### src/rtl/seq_det_pkg.sv
// Shared constants and helpers for the programmable sequence detector.
package seq_det_pkg;

    // Default pattern capacity and the width needed to hold a length 0..MAX_LEN
    localparam int MAX_LEN_DEF = 16;
    localparam int LEN_W       = $clog2(MAX_LEN_DEF + 1);

    // Power-up configuration reproduces the legacy fixed 1011 detector
    localparam logic [3:0] RST_PATTERN = 4'b1011;
    localparam int         RST_LEN     = 4;

    // Widest mask the helper can build; callers slice down to their MAX_LEN
    localparam int unsigned MASK_MAX = 64;

    // Mask with the low 'len' bits set
    function automatic logic [MASK_MAX-1:0] len_mask(input int unsigned len);
        logic [MASK_MAX-1:0] mask;
        mask = '0;
        for (int unsigned i = 0; i < MASK_MAX; i++) begin
            mask[i] = (i < len);
        end
        return mask;
    endfunction

endpackage

### src/rtl/seq_detector_prog_sat_counter.sv
// Saturating up-counter with synchronous clear; clear and increment together yield 1.
module sat_counter #(
    parameter int CNT_W = 16
) (
    input  logic             clk,
    input  logic             rstn,
    input  logic             inc,
    input  logic             clr,
    output logic [CNT_W-1:0] q
);

    logic [CNT_W-1:0] cnt_q;

    // Count events, stick at all-ones, clear takes priority over the held value
    always_ff @(posedge clk) begin
        if (!rstn) begin
            cnt_q <= '0;
        end else if (clr) begin
            cnt_q <= inc ? CNT_W'(1) : '0;
        end else if (inc && (cnt_q != '1)) begin
            cnt_q <= cnt_q + CNT_W'(1);
        end
    end

    assign q = cnt_q;

endmodule

### src/rtl/seq_detector_prog.sv
// Runtime-programmable serial bit-sequence detector with saturating match counter.
module seq_detector_prog
    import seq_det_pkg::*;
#(
    parameter int MAX_LEN = MAX_LEN_DEF,
    parameter int CNT_W   = 16
) (
    input  logic                           clk,
    input  logic                           rstn,
    input  logic                           cfg_we,
    input  logic [MAX_LEN-1:0]             cfg_pattern,
    input  logic [$clog2(MAX_LEN+1)-1:0]   cfg_len,
    input  logic                           cfg_overlap,
    input  logic                           in_valid,
    input  logic                           in_bit,
    input  logic                           count_clr,
    output logic                           match,
    output logic [CNT_W-1:0]               match_count,
    output logic                           armed
);

    localparam int LW = $clog2(MAX_LEN + 1);

    logic [MAX_LEN-1:0]  pattern_q;
    logic [LW-1:0]       len_q;
    logic                overlap_q;
    logic [MAX_LEN-1:0]  hist_q;
    logic [LW-1:0]       fill_q;
    logic                match_q;

    logic                accept;
    logic [MAX_LEN-1:0]  hist_next;
    logic [LW:0]         fill_inc;
    logic [MASK_MAX-1:0] mask_full;
    logic [MAX_LEN-1:0]  mask;
    logic                pat_eq;
    logic                len_nz;
    logic                fill_sat;
    logic                hit;
    logic [LW-1:0]       cfg_len_clamped;

    // Hit detection: the incoming bit completes the pattern over the last len bits
    always_comb begin
        accept          = in_valid && !cfg_we;
        hist_next       = {hist_q[MAX_LEN-2:0], in_bit};
        fill_inc        = {1'b0, fill_q} + (LW+1)'(1);
        mask_full       = len_mask(32'(len_q));
        mask            = mask_full[MAX_LEN-1:0];
        pat_eq          = ((hist_next ^ pattern_q) & mask) == '0;
        len_nz          = (len_q != '0);
        fill_sat        = (fill_q == LW'(MAX_LEN));
        hit             = accept && len_nz && (fill_inc >= {1'b0, len_q}) && pat_eq;
        cfg_len_clamped = (cfg_len > LW'(MAX_LEN)) ? LW'(MAX_LEN) : cfg_len;
    end

    // Config load flushes history; accepted bits shift in and advance the fill level
    always_ff @(posedge clk) begin
        if (!rstn) begin
            pattern_q <= MAX_LEN'(RST_PATTERN);
            len_q     <= LW'(RST_LEN);
            overlap_q <= 1'b1;
            hist_q    <= '0;
            fill_q    <= '0;
            match_q   <= 1'b0;
        end else if (cfg_we) begin
            pattern_q <= cfg_pattern;
            len_q     <= cfg_len_clamped;
            overlap_q <= cfg_overlap;
            hist_q    <= '0;
            fill_q    <= '0;
            match_q   <= 1'b0;
        end else begin
            match_q <= hit;
            if (accept) begin
                hist_q <= hist_next;
                // Non-overlapping mode demands len fresh bits before the next hit
                if (hit && !overlap_q) begin
                    fill_q <= '0;
                end else if (!fill_sat) begin
                    fill_q <= fill_q + LW'(1);
                end
            end
        end
    end

    sat_counter #(
        .CNT_W (CNT_W)
    ) u_match_cnt (
        .clk  (clk),
        .rstn (rstn),
        .inc  (hit),
        .clr  (count_clr),
        .q    (match_count)
    );

    assign match = match_q;
    assign armed = len_nz && (fill_q >= len_q);

endmodule

### config.mk
export PLATFORM = sky130hd
export DESIGN_NAME = seq_detector_prog
export DESIGN_NICKNAME = d
export VERILOG_FILES = /design/src/rtl/seq_det_pkg.sv /design/src/rtl/seq_detector_prog_sat_counter.sv /design/src/rtl/seq_detector_prog.sv
export SDC_FILE = /design/constraint.sdc
export NUM_CORES = 1
export LEC_CHECK = 0
export BUFFER_PORTS_ARGS = -buffer_cell sky130_fd_sc_hd__buf_2
export CAP_MARGIN = 10
export CORE_AREA = 2 2 61 105
export DETAILED_ROUTE_END_ITERATION = 7
export DIE_AREA = 0 0 63 107
export PLACE_DENSITY = 0.87
export SYNTH_ARGS = -nofsm -noshare
export SYNTH_HDL_FRONTEND = slang
export SYNTH_HIERARCHICAL = 1
export SYNTH_SLANG_ARGS = --single-unit
### constraint.sdc
create_clock -name clk -period 6.1 [get_ports clk]
set_input_delay 0.915 -clock clk [delete_from_list [all_inputs] [get_ports clk]]
set_output_delay 0.915 -clock clk [all_outputs]
set_load 0.03 [all_outputs]
# Word-level counts from Yosys, hierarchy flattened
# Index checks and enable logic that the tools add are counted.
[totals] elab_cells=55 input_bits=28 reg_bits=59
[classes] eq_ne=3 mux=6 n_lt_le_gt_ge=19 bitwise_logic=3 reduce_logical=14 add_sub_neg=3
[ops] op="$lt 4x5->1 const A" count=8
[ops] op="$mux 16" count=2
[ops] op="$lt 3x5->1 const A" count=4
[ops] op="$add 16x1->16 const B" count=1
[ops] op="$and 16x16->16" count=1
[ops] op="$logic_not 16->1" count=1
[ops] op="$ne 16x16->1 const B" count=1
[ops] op="$xor 16x16->16" count=1
[ops] op="$mux 5" count=3
[ops] op="$lt 1x5->1 const A" count=2
[ops] op="$lt 2x5->1 const A" count=2
[ops] op="$logic_and 1x1->1" count=7
[ops] op="$add 5x1->6 const B" count=1
[ops] op="$ge 6x5->1" count=1
[ops] op="$add 5x1->5 const B" count=1
[ops] op="$eq 5x5->1 const B" count=1
[ops] op="$ge 5x5->1" count=1
[ops] op="$gt 5x5->1 const B" count=1
[ops] op="$reduce_bool 5->1" count=1
[ops] op="$logic_not 1->1" count=2
[ops] op="$ne 2x1->1 const B" count=1
[ops] op="$reduce_and 2->1" count=1
[ops] op="$reduce_bool 2->1" count=1
[ops] op="$reduce_or 2->1" count=1
[ops] op="other kinds (2)" count=2

# Depth between registers and ports, before layout
# Gate-level depths: netlist (run 1).
[logic_depth] ltp_word=8 ltp_mapped=14 ltp_nobuf=12

# Modules after synthesis
# Netlist (run 1), hierarchy kept.
[by_module_without_submodules] mod="seq_detector_prog" cells_per_inst=244 n_inst=1 area_each_um2=2297.2
[by_module_without_submodules] mod="sat_counter" cells_per_inst=98 n_inst=1 area_each_um2=835.8

# Worst setup path after synthesis (run 1)
# No wires, ideal clock.
[synth_path] path_kind="input to register" start="in cfg_we" end="reg u_match_cnt.cnt_q[15] (netlist: u_match_cnt/q[15])" cell_stages=14 required_ns=6.030 arrival_ns=3.455 setup_slack_ns=2.575 cell_sequence="buf_6 -> nand2b_4 -> buf_2 -> nor2_1 -> o2111ai_1 -> a2111oi_2 -> nor2b_1 -> nand2_1 -> inv_1 -> nand3_1 -> or3_1 -> clkbuf_1 -> or4_1 -> a21oi_1"
[synth_via] elab_chain_len=7
[synth_rtl] item="from (decl)" line_no="seq_detector_prog.sv:10" source="input logic cfg_we,"
[synth_rtl] item="$logic_not 1->1" line_no="seq_detector_prog.sv:44" source="accept = in_valid && !cfg_we;"
[synth_rtl] item="$logic_and 1x1->1" line_no="seq_detector_prog.sv:44"
[synth_rtl] item="$logic_and 1x1->1 (3 in series)" line_no="seq_detector_prog.sv:52" source="hit = accept && len_nz && (fill_inc >= {1'b0, len_q}) && pat_eq;"
[synth_rtl] item="named net hit" line_no="seq_detector_prog.sv:39" source="logic hit;"
[synth_rtl] item="$logic_and 1x1->1" line_no="seq_detector_prog_sat_counter.sv:20" source="end else if (inc && (cnt_q != '1)) begin"
[synth_rtl] item="$reduce_bool 2->1 (no line)"
[synth_rtl] item="to (signal assigned)" line_no="seq_detector_prog_sat_counter.sv:19" source="cnt_q <= inc ? CNT_W'(1) : '0;"
[synth_rtl] item="to (signal assigned)" line_no="seq_detector_prog_sat_counter.sv:21" source="cnt_q <= cnt_q + CNT_W'(1);"
[synth_rtl] item="to (decl)" line_no="seq_detector_prog_sat_counter.sv:12" source="logic [CNT_W-1:0] cnt_q;"
# The timed path passes the listed nets, and every way through them passes these cells.
# A chain may end at the register's enable or synchronous reset.

# Worst setup path after layout (run 1)
[layout_path] start="in cfg_we" end="reg u_match_cnt.cnt_q[9] (netlist: u_match_cnt/q[9])"
# The elaborated chain is that of the path after synthesis.

==> metrics.yaml, run 1 <==
setup_viol: 0
rsz0062_at_grt: "false"
dieWidth_um: 63
cts_made_buffers: 9
yosys_warnings: 6
cts_tree: "done"
dp_cells: 448
antenna_found_initial: 0
synthMuxAreaShare: 0.1086
yosys.area_share.simple: 0.2196
worst_pin_slew_ns: 0.7540
multi_input_area_sq_um: 1810
worstSkewPairLatency_ns: 0.34
cts_hold_buf: 0
async_flop_share: 0
hold_viol_final: 0
ys.flop_type: "dfxtp_1"
grt_pass1_wl_um: 12270
path_cells: "buf_2, nand2b_4, nor2_1, o2111ai_1, a2111oi_2, nor2b_1, nand2_1, inv_1, nand3_1, or3_1, or4_1, a21oi_1"
clkTransAtPathRegs_ns: 0.06
vias: 2614
max_freq_ghz: 0.2706
endpoint: "u_match_cnt/q[9]$_SDFFE_PN0P_"
final_util: 0.6061
synth-edff-count: 0
ys_types: 55
cp_slowest_stage_delay_ns: 0.52
critical_path.startpoint: "cfg_we"
synthAdderAreaFrac: 0.05871
grt_pass1_vias: 2694
cp.arrival_ns: 3.96
pin_count: 46
fin_crit_ns: 3.695
gp_congestion: 0.8766
synth_top_family_by_area: "simple AND/OR/NAND/NOR gates"
grt_util_all_layers: 0.2332
slew_headroom: 0.4973
cellLeakagePower_nw: 1.431
grt-ovfl-total: 0
path_class: "in -> reg"
yosysSeqAreaShare: 0.3770
synth_compound_area_frac: 0.1378
syn-instance-count: 342
die_h_um: 107
drv_cap: 0
synthXorXnorAreaFrac: 0.05312
p_per_area_nw_per_um2: 236.8
hold_path.class: "reg -> reg"
final_common_cell: "dfxtp_1"
via_per_inst: 5.646
r2r-end: "u_match_cnt/q[9]$_SDFFE_PN0P_"
io_buffers: 45
setup-tns-final_ns: 0
grt_max_degree: 28
start_kind: "input port"
timing.rr.start: "fill_q[0]$_SDFFE_PP0P_"
detail_route.iter0.violations: 104
postCtsResizedCells: 0
peakVddDrop_uv: 249.3
wirelength_um: 7359
cp.required_ns: 6.36
slew_violations: 0
diodes: 0
rows: 37
drive_above_1_share: 0.1766
postSynthAreaPerCell_sq_um: 9.161
fin_crit_sh: 0.6057
htreeDepth: 3
endpoint_kind: "flip-flop"
dieArea_sq_um: 6741
cts_root_buf: "clkbuf_8"
synthesis.area_sq_um: 3133
regArea_sq_um: 1181
post_cts_buffers: 0
ys_ff_latch: 59
status: "finished, final reports clean"
drc: 0
routedWlPerCell_um: 15.89
syn_nets: 383
dp_hpwl_um: 5527
r2r_slack_ns: 2.76
final_nets: 423
layout_common_cells: "dfxtp_1, buf_2, mux2i_1"
clock-sinks: 59
area_growth_pct: 13.74
ant_nets: 0
clock_skew_ns: 0.006342
cp_max_fo: 26
reg2regPathDepth: 12
coreArea_sq_um: 5879
cts_buffer_depth: 2
fill_cells: 511
initial_utilization: 0.5329
final_cells: 463
total_power_uw: 843.9
drtPass1Iterations: 4
cp_slowest_cell: "or3_1"
-- synth_stat cells (3+ instances only) --
cell type,number,share of area
clkbuf_1,8,0.0096
buf_6,3,0.011
and2_1,3,0.0060
nand3_1,13,0.021
nand4_1,3,0.0060
inv_1,11,0.013
buf_2,5,0.0080
xnor2_1,15,0.042
nor2b_1,21,0.042
or3_1,5,0.010
nor3_1,7,0.011
a21oi_1,22,0.035
o31ai_1,6,0.014
o21ai_0,8,0.013
or4_1,7,0.017
nand2_1,22,0.026
dfxtp_1,59,0.38
nand2b_1,5,0.010
ha_1,13,0.052
xor2_1,4,0.011
a21o_1,3,0.0072
mux2i_1,34,0.11
o21ai_1,7,0.011
nor2_1,20,0.024
-- per-layer routing --
metal / vias to the layer above / part of all wire / GRT usage
met5: - / 0 / 0
met4: 0 / 0.041 / 0.1603
met3: 21 / 0.041 / 0.05666
met2: 72 / 0.55 / 0.4301
met1: 1223 / 0.36 / 0.2218
li1: 1298 / - / -
-- state kept, by name, summed over array words and instances (netlist names) --
signal         cells
fill_q             5
hist_q            15
len_q              5
match              1
overlap_q          1
pattern_q         16
u_match_cnt/q     16
-- cell type report --
cell class | instances | share of cell area
sequential | 59 | 0.3315
tap | 78 | 0.02739
clock inverter | 3 | 0.01826
multi-input combinational | 254 | 0.5081
timing repair buffer | 46 | 0.06531
clock buffer | 11 | 0.03687
inverter | 12 | 0.01264
-- through the flow --
stage	setup slack, ns	cell area, sq um	hold WS, ns
floorplan	2.575	3133	0.4332
global placement	2.215	3359	0.4811
detailed placement	2.116	3359	0.4841
CTS	2.443	3556	0.5121
global route	2.120	3563	0.5419
finish	2.405	3563	0.5076
-- cells by family after synthesis --
logic type               after synthesis
AO/OA/AOI/OAI                         66
multiplexers                          34
AND/OR/NAND/NOR                      120
flip-flops                            59
adder cells (fa/ha/maj)               15
XOR/XNOR                              19
buffers and inverters                 29
-- how the worst min path moves through the flow --
stage	startpoint	end	slack (ns)	cells past startpoint
after floorplan	overlap_q$_SDFFE_PN1P_	overlap_q$_SDFFE_PN1P_	0.43	2
after global placement	u_match_cnt/q[10]$_SDFFE_PN0P_	u_match_cnt/q[10]$_SDFFE_PN0P_	0.48	2
after detailed placement	pattern_q[3]$_SDFFE_PN1P_	pattern_q[3]$_SDFFE_PN1P_	0.48	2
after CTS	pattern_q[3]$_SDFFE_PN1P_	pattern_q[3]$_SDFFE_PN1P_	0.51	2
after global routing	pattern_q[3]$_SDFFE_PN1P_	pattern_q[3]$_SDFFE_PN1P_	0.54	2
final	pattern_q[3]$_SDFFE_PN1P_	pattern_q[3]$_SDFFE_PN1P_	0.51	2
-- power by group --
part	switching (mW)	total (mW)	internal (mW)	leakage [nW]
logic	0.0377	0.0709	0.0332	0.852
clock network	0.144	0.369	0.225	0.0992
registers	0.00995	0.404	0.394	0.480
-- critical path: cells and delay by family --
family	cells	cell delay, ns
AO/OA/AOI/OAI	3	0.71
buffers and inverters	2	0.49
AND/OR/NAND/NOR	7	1.83
No activity file was read; power rests on OpenSTA's default activity.
==> run 2: changes to the inputs <==
Settings changed: CORE_AREA 2 2 61 105 to 2 2 63 109, DIE_AREA 0 0 63 107 to 0 0 65 111, PLACE_DENSITY 0.87 to 0.85.
Clock period 6.1 ns to 3.1 ns, I/O delays scaled along.
==> run 2 against run 1 <==
Total power grew 110%. Worst setup slack lost 2.2 ns. Highest routed layer unchanged. Sequential share of layout area shrank 1.3 points. Critical endpoint is now u_match_cnt/q[10]$_SDFFE_PN0P_. Sequential power grew 98%. First-iteration DRC count grew 33%. Cell count grew 2.8%. Via count grew 4.1%. Combinational power grew 110%. Register-to-register slack lost 2.6 ns. Clock skew grew 0.0013 ns. Flip-flop and latch count is the same. Global-route usage shrank 0.82 points.
==> metrics.yaml, run 2 (synthesized netlist as in run 1, its figures left out) <==
fin_crit_ns: 2.928
cts_buffer_depth: 2  # unchanged
rsz0062_at_grt: "false"  # unchanged
io_buffers: 45  # unchanged
dieWidth_um: 65  # was 63 um
cts_made_buffers: 9  # unchanged
fin_ws_ns: 0.1721  # was 2.405 ns
cp_slowest_stage_delay_ns: 0.50  # was 0.52 ns
dieArea_sq_um: 7215  # was 6741 sq um
cellLeakagePower_nw: 1.500  # was 1.431 nW
r2r-end: "u_match_cnt/q[10]$_SDFFE_PN0P_"  # was u_match_cnt/q[9]$_SDFFE_PN0P_
drc: 0  # unchanged
detail_route.iter0.violations: 138  # was 104
endpoint: "u_match_cnt/q[10]$_SDFFE_PN0P_"  # was u_match_cnt/q[9]$_SDFFE_PN0P_
path_cells: "or3_1, or3_1, o2111ai_1, a2111oi_2, nor2b_1, nand2_1, inv_2, nand2_1, or3_4, or4_1, a21oi_1"  # was buf_2, nand2b_4, nor2_1, o2111ai_1, a2111oi_2, nor2b_1, nand2_1, inv_1, nand3_1, or3_1, or4_1, a21oi_1
dp_hpwl_um: 5674  # was 5527 um
antenna_found_initial: 0  # unchanged
total_power_mw: 1.791  # was 843.9 uW
slew_violations: 0  # unchanged
vias: 2720  # was 2,614
fill_cells: 559  # was 511
r2r_slack_ns: 0.17  # was 2.76 ns
setup_viol: 0  # unchanged
pre_cts_ws_ns: 0.06661  # was 2.116 ns
critical_path.startpoint: "len_q[3]$_SDFFE_PN0P_"  # was cfg_we
drv_cap: 0  # unchanged
fin_crit_sh: 0.9445
ant_nets: 0  # unchanged
reg2regPathDepth: 11  # was 12
final_common_cell: "dfxtp_1"  # unchanged
status: "finished, final reports clean"  # unchanged
slew_headroom: 0.4706  # was 0.4973
grt_util_all_layers: 0.2250  # was 0.2332
final_nets: 433  # was 423
pin_count: 46  # unchanged
gp_congestion: 0.8943  # was 0.8766
worst_pin_slew_ns: 0.7941  # was 0.7540 ns
drive_above_1_share: 0.2056  # was 0.1766
drtPass1Iterations: 4  # unchanged
cts_root_buf: "clkbuf_16"  # was clkbuf_8
cp.arrival_ns: 3.17  # was 3.96 ns
path_class: "reg -> reg"  # was in -> reg
cp.required_ns: 3.34  # was 6.36 ns
setup-tns-final_ns: 0  # unchanged
coreArea_sq_um: 6392  # was 5879 sq um
cp_slowest_cell: "dfxtp_1"  # was or3_1
grt_pass1_vias: 2724  # was 2,694
final_cells: 476  # was 463
die_h_um: 111  # was 107 um
cts_tree: "done"  # unchanged
cp_max_fo: 9  # was 26
area_growth_pct: 18.45  # was 13.74%
timing.rr.start: "len_q[3]$_SDFFE_PN0P_"  # was fill_q[0]$_SDFFE_PP0P_
rows: 39  # was 37
diodes: 0  # unchanged
grt_max_degree: 28  # unchanged
peakVddDrop_uv: 332.1  # was 249.3 uV
grt-ovfl-total: 0  # unchanged
max_freq_ghz: 0.3415
clkTransAtPathRegs_ns: 0.05  # was 0.06 ns
p_per_area_nw_per_um2: 482.5  # was 236.8 nW/um^2
clock_skew_ns: 0.007683  # was 0.006342 ns
grt_pass1_wl_um: 12300  # was 12,270 um
worstSkewPairLatency_ns: 0.32  # was 0.34 ns
htreeDepth: 3  # unchanged
hold_path.class: "in -> reg"  # was reg -> reg
clock-sinks: 59  # unchanged
routedWlPerCell_um: 16.00  # was 15.89 um
via_per_inst: 5.714  # was 5.646
hold_viol_final: 0  # unchanged
layout_common_cells: "dfxtp_1, buf_2, mux2i_1"  # unchanged
initial_utilization: 0.4901  # was 0.5329
wirelength_um: 7617  # was 7359 um
dp_cells: 463  # was 448
final_util: 0.5805  # was 0.6061
endpoint_kind: "flip-flop"  # unchanged
start_kind: "flip-flop"  # was input port
run 2: where the power goes:
group	internal, mW	leakage (nW)	switching (mW)
sequential	0.779	0.480	0.0192
combinational	0.0699	0.898	0.0775
clock	0.546	0.122	0.299
total	1.39	1.50	0.396
run 2: worst min-delay path by stage:
stage                                      to                            from  depth (start not counted)
3_3_place_gp   u_match_cnt/q[10]$_SDFFE_PN0P_  u_match_cnt/q[10]$_SDFFE_PN0P_                          2
4_1_cts             pattern_q[1]$_SDFFE_PN1P_                  cfg_pattern[1]                          3
6_report            pattern_q[3]$_SDFFE_PN1P_                  cfg_pattern[3]                          3
5_1_grt             pattern_q[3]$_SDFFE_PN1P_                  cfg_pattern[3]                          3
3_5_place_dp           overlap_q$_SDFFE_PN1P_          overlap_q$_SDFFE_PN1P_                          2
2_1_floorplan          overlap_q$_SDFFE_PN1P_          overlap_q$_SDFFE_PN1P_                          2
run 2: critical path, delay by kind of cell (launching register included):
| kind | cells | cell delay, ns |
|---|---|---|
| flops | 1 | 0.50 |
| buf+inv | 1 | 0.12 |
| simple gates | 7 | 1.55 |
| compound gates | 3 | 0.67 |
run 2: through the flow:
step	hold slack [ns]	area (sq um)
after floorplan	0.4332	3133
after global routing	0.3627	3711
after CTS	0.3594	3697
final	0.3649	3711
after global placement	0.4814	3447
after detailed placement	0.4898	3447
run 2: layout make-up:
type / instances / area [sq um] / area share
multi-input combinational: 254 / 1823 / 0.4912
timing repair buffer: 56 / 307.8 / 0.08294
clock buffer: 13 / 250.2 / 0.06743
inverter: 12 / 45.04 / 0.01214
sequential: 59 / 1182 / 0.3186
tap: 82 / 102.6 / 0.02765
run 2: what timing repair did:
item / 4_1_cts / 5_1_grt
gates resized for setup: 0 / 5
hold buffers: 0 / 0
hold endpoints to repair: 0 / 0
buffers inserted: 0 / 0
endpoints found under the setup margin: 0 / 8
run 2: per-layer routing:
metal	routed length, um	up-vias	global-route usage
met4	394	0	0.1574
met1	2642	1245	0.2103
met3	409	35	0.05178
met5	0	-	0
li1	-	1329	-
met2	4170	111	0.4103
